### src/rtl/alu_arbiter.sv
// Shares the single ALU between the PC unit (req0) and the execute stage (req1).
// Default arbitration is round-robin; define ALU_ARB_FIXED_PRIO_EN to always favour req1 on a tie.
module alu_arbiter #(
  parameter int WIDTH = 16
) (
  input  logic             clk,
  input  logic             reset,
  input  logic             req0_valid,
  output logic             req0_ready,
  input  logic [3:0]       req0_action,
  input  logic [2:0]       req0_btype,
  input  logic [WIDTH-1:0] req0_a,
  input  logic [WIDTH-1:0] req0_b,
  input  logic             req1_valid,
  output logic             req1_ready,
  input  logic [3:0]       req1_action,
  input  logic [2:0]       req1_btype,
  input  logic [WIDTH-1:0] req1_a,
  input  logic [WIDTH-1:0] req1_b,
  output logic [3:0]       alu_action,
  output logic [2:0]       alu_btype,
  output logic [WIDTH-1:0] alu_a,
  output logic [WIDTH-1:0] alu_b,
  input  logic [WIDTH-1:0] alu_result,
  input  logic             alu_bcond,
  output logic             resp_valid,
  output logic             resp_id,
  output logic [WIDTH-1:0] resp_result,
  output logic             resp_bcond,
  output logic             resp_err,
  output logic             busy
);

  typedef enum logic [1:0] {IDLE, EXEC, RESP} state_t;

  localparam logic [3:0] ACTION_PASS_A = 4'd9;
  localparam logic [3:0] ACTION_MAX    = 4'd9;
  localparam logic [2:0] BTYPE_MAX     = 3'd4;

  state_t           state_q, state_d;
  logic [3:0]       action_q, action_d;
  logic [2:0]       btype_q, btype_d;
  logic [WIDTH-1:0] a_q, a_d;
  logic [WIDTH-1:0] b_q, b_d;
  logic             grant_id_q, grant_id_d;
  logic             resp_valid_q, resp_valid_d;
  logic             resp_id_q, resp_id_d;
  logic [WIDTH-1:0] resp_result_q, resp_result_d;
  logic             resp_bcond_q, resp_bcond_d;
  logic             resp_err_q, resp_err_d;

  logic sel_id;
  logic xfer;
  logic illegal;

  // Reset wins over a pending request, so no handshake completes while it is high.
  assign xfer       = (state_q == IDLE) && !reset && (req0_valid || req1_valid);
  assign req0_ready = xfer && !sel_id;
  assign req1_ready = xfer && sel_id;

`ifdef ALU_ARB_FIXED_PRIO_EN
  assign sel_id = req1_valid;
`else
  logic last_id_q, last_id_d;

  assign sel_id = (req0_valid && req1_valid) ? ~last_id_q : req1_valid;

  always_comb begin
    last_id_d = last_id_q;
    if (xfer) last_id_d = sel_id;
  end

  // Starts at 1 so that req0 wins the first tie after reset.
  always_ff @(posedge clk) begin
    if (reset) last_id_q <= 1'b1;
    else       last_id_q <= last_id_d;
  end
`endif

  assign illegal = (action_q > ACTION_MAX) || (btype_q > BTYPE_MAX);

  always_comb begin
    state_d       = state_q;
    action_d      = action_q;
    btype_d       = btype_q;
    a_d           = a_q;
    b_d           = b_q;
    grant_id_d    = grant_id_q;
    resp_valid_d  = 1'b0;
    resp_id_d     = resp_id_q;
    resp_result_d = resp_result_q;
    resp_bcond_d  = resp_bcond_q;
    resp_err_d    = resp_err_q;
    case (state_q)
      IDLE: begin
        if (xfer) begin
          state_d    = EXEC;
          grant_id_d = sel_id;
          action_d   = sel_id ? req1_action : req0_action;
          btype_d    = sel_id ? req1_btype  : req0_btype;
          a_d        = sel_id ? req1_a      : req0_a;
          b_d        = sel_id ? req1_b      : req0_b;
        end
      end
      EXEC: begin
        state_d       = RESP;
        resp_valid_d  = 1'b1;
        resp_id_d     = grant_id_q;
        resp_err_d    = illegal;
        resp_result_d = illegal ? '0 : alu_result;
        resp_bcond_d  = illegal ? 1'b0 : alu_bcond;
      end
      RESP: begin
        state_d = IDLE;
      end
      default: begin
        state_d = IDLE;
      end
    endcase
  end

  always_ff @(posedge clk) begin
    if (reset) begin
      state_q       <= IDLE;
      action_q      <= ACTION_PASS_A;
      btype_q       <= '0;
      a_q           <= '0;
      b_q           <= '0;
      grant_id_q    <= 1'b0;
      resp_valid_q  <= 1'b0;
      resp_id_q     <= 1'b0;
      resp_result_q <= '0;
      resp_bcond_q  <= 1'b0;
      resp_err_q    <= 1'b0;
    end else begin
      state_q       <= state_d;
      action_q      <= action_d;
      btype_q       <= btype_d;
      a_q           <= a_d;
      b_q           <= b_d;
      grant_id_q    <= grant_id_d;
      resp_valid_q  <= resp_valid_d;
      resp_id_q     <= resp_id_d;
      resp_result_q <= resp_result_d;
      resp_bcond_q  <= resp_bcond_d;
      resp_err_q    <= resp_err_d;
    end
  end

  assign alu_action  = action_q;
  assign alu_btype   = btype_q;
  assign alu_a       = a_q;
  assign alu_b       = b_q;
  assign resp_valid  = resp_valid_q;
  assign resp_id     = resp_id_q;
  assign resp_result = resp_result_q;
  assign resp_bcond  = resp_bcond_q;
  assign resp_err    = resp_err_q;
  assign busy        = (state_q != IDLE);

endmodule

### config.mk
export PLATFORM = sky130hd
export DESIGN_NAME = alu_arbiter
export DESIGN_NICKNAME = d
export VERILOG_FILES = /design/src/rtl/alu_arbiter.sv
export SDC_FILE = /design/constraint.sdc
export NUM_CORES = 1
export LEC_CHECK = 0
export ABC_AREA = 1
export CELL_PAD_IN_SITES_DETAIL_PLACEMENT = 0
export CELL_PAD_IN_SITES_GLOBAL_PLACEMENT = 1
export CORE_ASPECT_RATIO = 1.4
export CORE_MARGIN = 3
export CORE_UTILIZATION = 23
export DETAILED_ROUTE_END_ITERATION = 10
export GPL_TIMING_DRIVEN = 1
export PLACE_DENSITY_LB_ADDON = 0.1
export SYNTH_ARGS = -nofsm -noshare
export SYNTH_HDL_FRONTEND = slang
export SYNTH_SLANG_ARGS = --single-unit
### constraint.sdc
create_clock -name clk -period 1.1 [get_ports clk]
set_clock_uncertainty 0.1 [all_clocks]
set_input_delay 0.22 -clock clk [delete_from_list [all_inputs] [get_ports clk]]
set_output_delay 0.22 -clock clk [all_outputs]
set_load 0.05 [all_outputs]
# --- After elaboration in Yosys (flattened, before gate mapping) ---
# Index checks and enable logic that the tools add are counted.
word_totals:
  reg_bits: 63
  latchBits: 0
  ramBits: 0
  mem_bits_ro: 0
  inputBits: 99
  out_inout_bits: 62
  elab_cells: 39
  memories: 0
classes:
  addsub: 0
  mul: 0
  div_mod_pow: 0
  order_cmp: 2
  eq_ne: 2
  shifts: 0
  mux: 10
  bitwise_logic: 1
  n_reduce_logical: 12
op_table:
  columns: ["operator", "count"]
  rows:
  - ["$mux 16", 3]
  - ["$logic_and 1x1->1", 5]
  - ["$gt 4x4->1 const B", 1]
  - ["$mux 4", 1]
  - ["$pmux 2 s2", 1]
  - ["$gt 3x3->1 const B", 1]
  - ["$mux 1", 3]
  - ["$mux 3", 1]
  - ["$eq 2x1->1 const B", 1]
  - ["$logic_not 1->1", 2]
  - ["$logic_not 2->1", 1]
  - ["$logic_or 1x1->1", 2]
  - ["$mux 2", 1]
  - ["$ne 2x2->1 const B", 1]
  - ["$reduce_and 2->1", 1]
  - ["$reduce_bool 2->1", 1]
  - ["$not 1->1", 1]

# --- Longest topological paths before layout ---
# Gate-level depths: netlist of run 1.
logic_depth:
  word_depth: 5
  ltp_mapped: 8
  ltp_nobuf: 7

# --- Worst setup path after synthesis of run 1 ---
# No wires, ideal clock.
synth_path:
  kind: "register to output"
  startpoint: "register state_q[1]"
  endpoint: "output req0_ready"
  t_arrival_ns: 1.403
  required_ns: 0.780
  slack_ns: -0.623
  path_stages_with_launch: 5
  path_buffers: 1
  cell_sequence: "dfxtp_1 > nor2_2 > nand3_4 > buf_2 > nor2_1"
synth_between:
  elab_chain_cells: 4
synth_rtl:
  columns: ["element", "line_no", "source"]
  rows:
  - ["from (decl)", "40", "state_t state_q, state_d;"]
  - ["from (signal assigned)", "136", "state_q <= state_d;"]
  - ["$logic_not 2->1", "57", "assign xfer = (state_q == IDLE) && !reset && (req0_valid || req1_valid);"]
  - ["$logic_and 1x1->1 (2 in a row)", "57", null]
  - ["$logic_and 1x1->1", "58", "assign req0_ready = xfer && !sel_id;"]
  - ["to (decl)", "9", "output logic req0_ready,"]
# Every way passes these cells.

# --- Final worst setup path of run 1 ---
layout_path:
  startpoint: "register state_q[0]"
  endpoint: "output req1_ready"
layout_between:
  elab_chain_cells: 4
layout_rtl:
  columns: ["element", "line_no", "source"]
  rows:
  - ["$logic_not 2->1", "57", null]
  - ["$logic_and 1x1->1 (2 in a row)", "57", null]
  - ["$logic_and 1x1->1", "59", "assign req1_ready = xfer && sel_id;"]
  - ["to (decl)", "15", "output logic req1_ready,"]
# Every way passes these cells.

==> impl_summary.txt, run 1 <==
----------------------------------------------------
[Worst setup path]
  Max FO, Critical Path ... 4
  Critical path's slowest cell ... dfxtp_2
  CP Cell Sequence ... nor2_4 -> nand3_4 -> clkinv_4 -> nand2_4 -> clkinvlp_4 -> buf_12
  Max stage delay on crit path ... 0.33 ns
  Critical path endpoint category ... output pin
  Required time of the critical path ... 0.78 ns
  Internal reg-to-reg setup slack ... -0.39 ns
  Worst Path Buf+Inv ... 3
  Path type of the worst setup path ... register to output pin
  Crit path max-delay family ... flip-flops
  Worst Path Arrival ... 1.25 ns
  Sort of element at the start of the critical path ... register

[Floorplan]
  Die Outline Area ... 13900 µm²
  Area of the core ... 12100 µm²
  FP Rows ... 47
  Die X-Extent ... 101 µm
  Starting utilization of the core area ... 0.239
  Vert. Die Dim ... 139 µm
  Top-level port count ... 161

[Final layout]
  Share of cells above drive strength 1 ... 0.444
  Number of standard cells in the final layout excluding fillers ... 777
  Most frequent standard cell in the layout excluding fill and tap cells ... nand2_1
  Most frequent cells in the layout ... nand2_1 (161), clkdlybuf4s50_1 (95), buf_12 (73), dfxtp_2 (54), nand3_1 (38)
  Area growth, synth to finish ... 128%
  Diodes inserted ... 0
  Net count reported at finish ... 724
  Cell area after layout ... 6590 µm²

[Timing]
  Final worst hold slack ... 0.190 ns
  Final Critical Period ... 1.57 ns
  Setup repair after global routing missed its margin ... yes
  Max frequency ... 0.636 GHz
  Post-Route Setup TNS ... -20.87 ns
  Fin. max-slew vios ... 0
  Period utilization ... 1.43
  Slew at the pin closest to its max-slew limit ... 0.315 ns
  Final worst slack ... -0.473 ns
  Slew margin rel. ... 0.790
  Total of endpoints with negative setup slack in the final report ... 125
  Final-report hold violation count ... 0

[Clock network]
  Clock sinks ... 63
  H-tree levels ... 3
  Clock Tree Buf Depth ... 2
  CTS tree ... yes
  Hold buffers post-CTS ... 0
  Clock insertion delay at the later pin of the skew report ... 0.32 ns
  Cts bufs inserted ... 9
  CTS root buf ... clkbuf_16
  Clock-pin slew on the worst setup and hold paths ... 0.05 ns

[Yosys]
  #FFs+latches synth ... 63
  Netlist cell types ... 20
  Mean instance size in the synthesized netlist ... 6.84 µm²
  Net count after synthesis ... 521
  Sequential fraction of the synthesis area ... 0.437
  Number of cells produced by synthesis ... 422
  Cell area after synthesis ... 2890 µm²
  Total of warnings raised by yosys ... 0

[GRT]
  Maximum number of pins on one net before global-route repair ... 39
  Global-route wire length before repair ... 17.7 mm
  All-layer global routing usage ... 0.163
  Via count of the first global-routing pass ... 3437
  Initial antenna violation count ... 0
  Remaining Overflow, GRT ... 0

[Placed design]
  Instance count after placement with tap cells included ... 724
  Minimum setup slack after placement ... -0.628 ns
  Last weighted congestion value of the routability-driven placer ... 0.765
  Instance area after placement ... 5440 µm²
  Count of input and output buffers ... 160
  Detail Placement HPWL ... 7.97 mm

[Power and ir drop]
  Pwr Density ... 1240 nW/µm²
  Portion of total power attributed to sequential cells ... 0.323
  Fraction of power consumed by combinational cells ... 0.357
  Internal power contribution ... 5.66 mW
  Leakage power total ... 2.74 nW
  Switching power ... 2.51 mW
  Switching power share of the total ... 0.307
  Maximum vdd drop ... 798 µV
  Share of power burned in the clock network ... 0.320

[Drt]
  Per-cell via count in the routed design ... 4.55
  Sum of routed wire length over all layers ... 11.6 mm
  Number of vias after detailed routing ... 3535
  Drt pass-1 iters ... 5
  Drc violations ... 0
  Initial DRC count ... 98
  Wire length per cell ... 14.9 µm
  Post-route ant nets ... 0

[Run]
  Max capacitance violation total ... 0

[Outcome]
  Failing checks ... negative setup slack
  Run status ... complete, but fails checks

[Hold path]
  Class of the most critical hold timing path ... input port to register

----------------------------------------------------
==> final cells by class <==
cell class / count / area, µm²
multi-input cells: 316 / 1670
repair buffers: 225 / 3050
well taps: 147 / 184
clock buffers: 13 / 260
inverters: 10 / 53.8
fillers: 1145 / 5470
clock inverters: 3 / 17.5
flip-flops and latches: 63 / 1360
==> routing by layer <==
metal  up-vias  share of wire  GRT usage  routed length [µm]
met3        12          0.065     0.0413                 753
met1      1649           0.36      0.166                4110
met2       105           0.56      0.303                6480
li1       1769              -          -                   -
met4         0          0.018     0.0717                 210
met5         -              0          0                   0
==> worst paths after layout <==
kind	end	from	cells after the start
min reg2reg	resp_result[7]	resp_result[7]	2
max reg2reg	alu_btype[2]	state_q[0]	9
min	last_id_q	reset	4
max	req1_ready	state_q[0]	6
==> cells in the mapped netlist <==
library cell  number  share of area
nor2_2             2         0.0043
nand4_1            7          0.015
nand3b_1          10          0.026
buf_4              4          0.010
buf_2             18          0.031
dfxtp_1           63           0.44
nor2_1             5         0.0065
nand3_1           39          0.068
inv_2              2         0.0026
clkbuf_1           6         0.0078
o21ai_0            3         0.0052
nand2_1          191           0.25
buf_1              1         0.0013
clkinv_2           1         0.0017
a21oi_1           55          0.095
o211ai_1           1         0.0026
o21ai_2            2         0.0061
nand3_4            1         0.0061
inv_1              7         0.0091
buf_6              4          0.016
==> what timing repair did <==
item | 4_1_cts | 5_1_grt
cloned | 7 | 1
gates resized for setup | 95 | 76
endpoints found under the hold margin | 0 | 0
setup endpoints to repair | 125 | 125
setup buffers | 12 | 18
pin swaps | 9 | 23
==> cells by family (layout without fill, tap and decap cells) <==
group / Yosys count / in the layout / synth area share
simple gates: 255 / 255 / 0.374
buf+inv: 43 / 251 / 0.0798
compound gates: 61 / 61 / 0.109
flops: 63 / 63 / 0.437
==> metrics by stage <==
stage	utilization	power, mW
floorplan	-	3.76
global placement	0.451	5.06
detailed placement	0.451	5.07
CTS	0.513	8.07
global route	0.546	8.56
finish	0.546	8.17
==> power by group through the flow <==
stage / clock network [mW] / logic (mW) / registers [mW]
after detailed placement: 0 / 2.41 / 2.66
after global placement: 0 / 2.40 / 2.66
final: 2.61 / 2.92 / 2.64
after floorplan: 0 / 0.676 / 3.09
after CTS: 2.71 / 2.72 / 2.64
after global routing: 2.81 / 3.10 / 2.66
==> registers in the layout, summed over array words and instances (netlist names) <==
name	count
resp_id	1
state_q	2
resp_bcond	1
alu_a	16
alu_b	16
alu_btype	3
resp_err	1
resp_valid	1
resp_result	16
grant_id_q	1
alu_action	4
last_id_q	1
==> worst register-to-register path: stages (launching register included) <==
cell and delay (ns):
dfxtp_2 0.33, nor2_4 0.14, nand3_4 0.13, clkinv_4 0.08
buf_4 0.11, buf_8 0.14, buf_6 0.11, clkbuf_16 0.12
nand2_1 0.05, a21oi_1 0.11
No activity file was read; power rests on OpenSTA's default activity.
==> run 2: changes to the inputs <==
- PLACE_DENSITY: unset -> 0.73
- PLACE_DENSITY_LB_ADDON: 0.1 -> unset
==> run 2 against run 1 <==
Against the previous run: combinational power increased by 5%; the run still ends with negative setup slack left; critical path depth decreased by 1; worst setup slack got worse by 0.078 ns; final cell count increased by 1.3%; flip-flop and latch count unchanged; via count increased by 0.88%; critical path type unchanged; final area increased by 5.2%; die area unchanged.
==> impl_summary.txt, run 2 (synthesized netlist as in run 1, its figures left out) <==
----------------------------------------------------
[Timing]
  Final-report hold violation count ... 0
  Slew margin rel. ... 0.700
  Total of endpoints with negative setup slack in the final report ... 124
  Period utilization ... 1.50
  Fin. max-slew vios ... 0
  Max frequency ... 0.606 GHz
  Final Critical Period ... 1.65 ns
  Final worst slack ... -0.551 ns
  Slew at the pin closest to its max-slew limit ... 0.451 ns
  Setup repair after global routing missed its margin ... yes

[Placed design]
  Instance area after placement ... 5440 µm²
  Detail Placement HPWL ... 7.85 mm
  Count of input and output buffers ... 160
  Last weighted congestion value of the routability-driven placer ... 0.779
  Minimum setup slack after placement ... -0.626 ns

[Drt]
  Drc violations ... 0
  Number of vias after detailed routing ... 3566
  Initial DRC count ... 82
  Per-cell via count in the routed design ... 4.53
  Wire length per cell ... 15.9 µm
  Sum of routed wire length over all layers ... 12.5 mm
  Drt pass-1 iters ... 5
  Post-route ant nets ... 0

[Final layout]
  Cell area after layout ... 6930 µm²
  Util after Layout ... 0.575
  Share of cells above drive strength 1 ... 0.477
  Most frequent cells in the layout ... nand2_1 (143), clkdlybuf4s50_1 (95), buf_12 (77), dfxtp_2 (42)
  Most frequent standard cell in the layout excluding fill and tap cells ... nand2_1
  Diodes inserted ... 0
  Area growth, synth to finish ... 140%
  Net count reported at finish ... 734

[Worst setup path]
  Max stage delay on crit path ... 0.33 ns
  Worst Path Buf+Inv ... 2
  Critical path endpoint category ... output pin
  Crit path max-delay family ... simple AND/OR/NAND/NOR gates
  Critical path's slowest cell ... dfxtp_2
  Required time of the critical path ... 0.78 ns
  CP Cell Sequence ... nor2_4 -> nand3_4 -> buf_12 -> nor2_4 -> buf_12
  Worst Path Arrival ... 1.33 ns
  Internal reg-to-reg setup slack ... -0.38 ns
  Path type of the worst setup path ... register to output pin
  Max FO, Critical Path ... 3
  Sort of element at the start of the critical path ... register

[Clock network]
  CTS tree ... yes
  Clock-pin slew on the worst setup and hold paths ... 0.05 ns
  Cts bufs inserted ... 9
  Clock insertion delay at the later pin of the skew report ... 0.32 ns
  Clock Tree Buf Depth ... 2
  Clock sinks ... 63
  H-tree levels ... 3
  Hold buffers post-CTS ... 0
  CTS root buf ... clkbuf_16

[GRT]
  Via count of the first global-routing pass ... 3455
  All-layer global routing usage ... 0.151
  Global-route wire length before repair ... 16.8 mm
  Maximum number of pins on one net before global-route repair ... 40
  Initial antenna violation count ... 0
  Remaining Overflow, GRT ... 0

[Outcome]
  Run status ... complete, but fails checks
  Failing checks ... negative setup slack

[Power and ir drop]
  Leakage power total ... 2.89 nW
  Pwr Density ... 1290 nW/µm²
  Switching power ... 2.68 mW
  Maximum vdd drop ... 741 µV
  Internal power contribution ... 6.29 mW
  Overall power after layout ... 8.97 mW
  Fraction of power consumed by combinational cells ... 0.344
  Portion of total power attributed to sequential cells ... 0.294
  Switching power share of the total ... 0.298
  Share of power burned in the clock network ... 0.362

[Floorplan]
  FP Rows ... 47
  Starting utilization of the core area ... 0.239
  Vert. Die Dim ... 139 µm
  Die Outline Area ... 13900 µm²
  Area of the core ... 12100 µm²
  Die X-Extent ... 101 µm
  Top-level port count ... 161

[Run]
  Max capacitance violation total ... 0

[Hold path]
  Class of the most critical hold timing path ... input port to register

----------------------------------------------------
-- run 2: path summary, 6_finish.rpt --
kind | from | cells past startpoint | endpoint
min | reset | 4 | last_id_q
max reg2reg | state_q[0] | 8 | alu_action[1]
max | state_q[0] | 5 | req0_ready
min reg2reg | alu_b[0] | 2 | alu_b[0]
-- run 2: repair_timing --
| item | CTS | global route |
|---|---|---|
| pin swaps | 7 | 24 |
| gates cloned | 4 | 8 |
| gates resized for setup | 83 | 125 |
| setup endpoints to repair | 123 | 125 |
| setup buffers | 12 | 26 |
| endpoints found under the hold margin | 0 | 0 |
-- run 2: layout make-up --
class	instances	area [µm²]
timing repair buffer	235	3190
multi-input combinational	316	1760
clock buffer	11	264
fill	1068	5130
sequential	63	1390
tap	147	184
clock inverter	5	86.3
inverter	10	56.3
-- run 2: metrics by stage --
stage / instances / hold slack [ns] / setup TNS (ns)
after CTS: 754 / 0.166 / -16.75
after global routing: 787 / 0.189 / -25.14
after detailed placement: 722 / 0.369 / -26.28
final: 787 / 0.178 / -19.80
after global placement: 722 / 0.356 / -25.27
after floorplan: 422 / 0.290 / -1.09
-- run 2: tightest hold or removal path, stage by stage --
cell and delay [ns]:
buf_2 0.10, inv_2 0.05, buf_4 0.15, nand3_2 0.06
-- run 2: power by group through the flow --
stage	clock network (mW)	registers [mW]	logic (mW)
2_1_floorplan	0	3.09	0.676
3_3_place_gp	0	2.66	2.39
3_5_place_dp	0	2.67	2.41
4_1_cts	3.33	2.64	2.63
5_1_grt	3.45	2.65	3.26
6_report	3.25	2.63	3.08
-- run 2: routing by layer --
metal	vias up	part of all wire	track usage
met1	1639	0.35	0.154
met3	23	0.060	0.0453
met5	-	0	0
met4	0	0.029	0.0440
li1	1789	-	-
met2	115	0.56	0.287
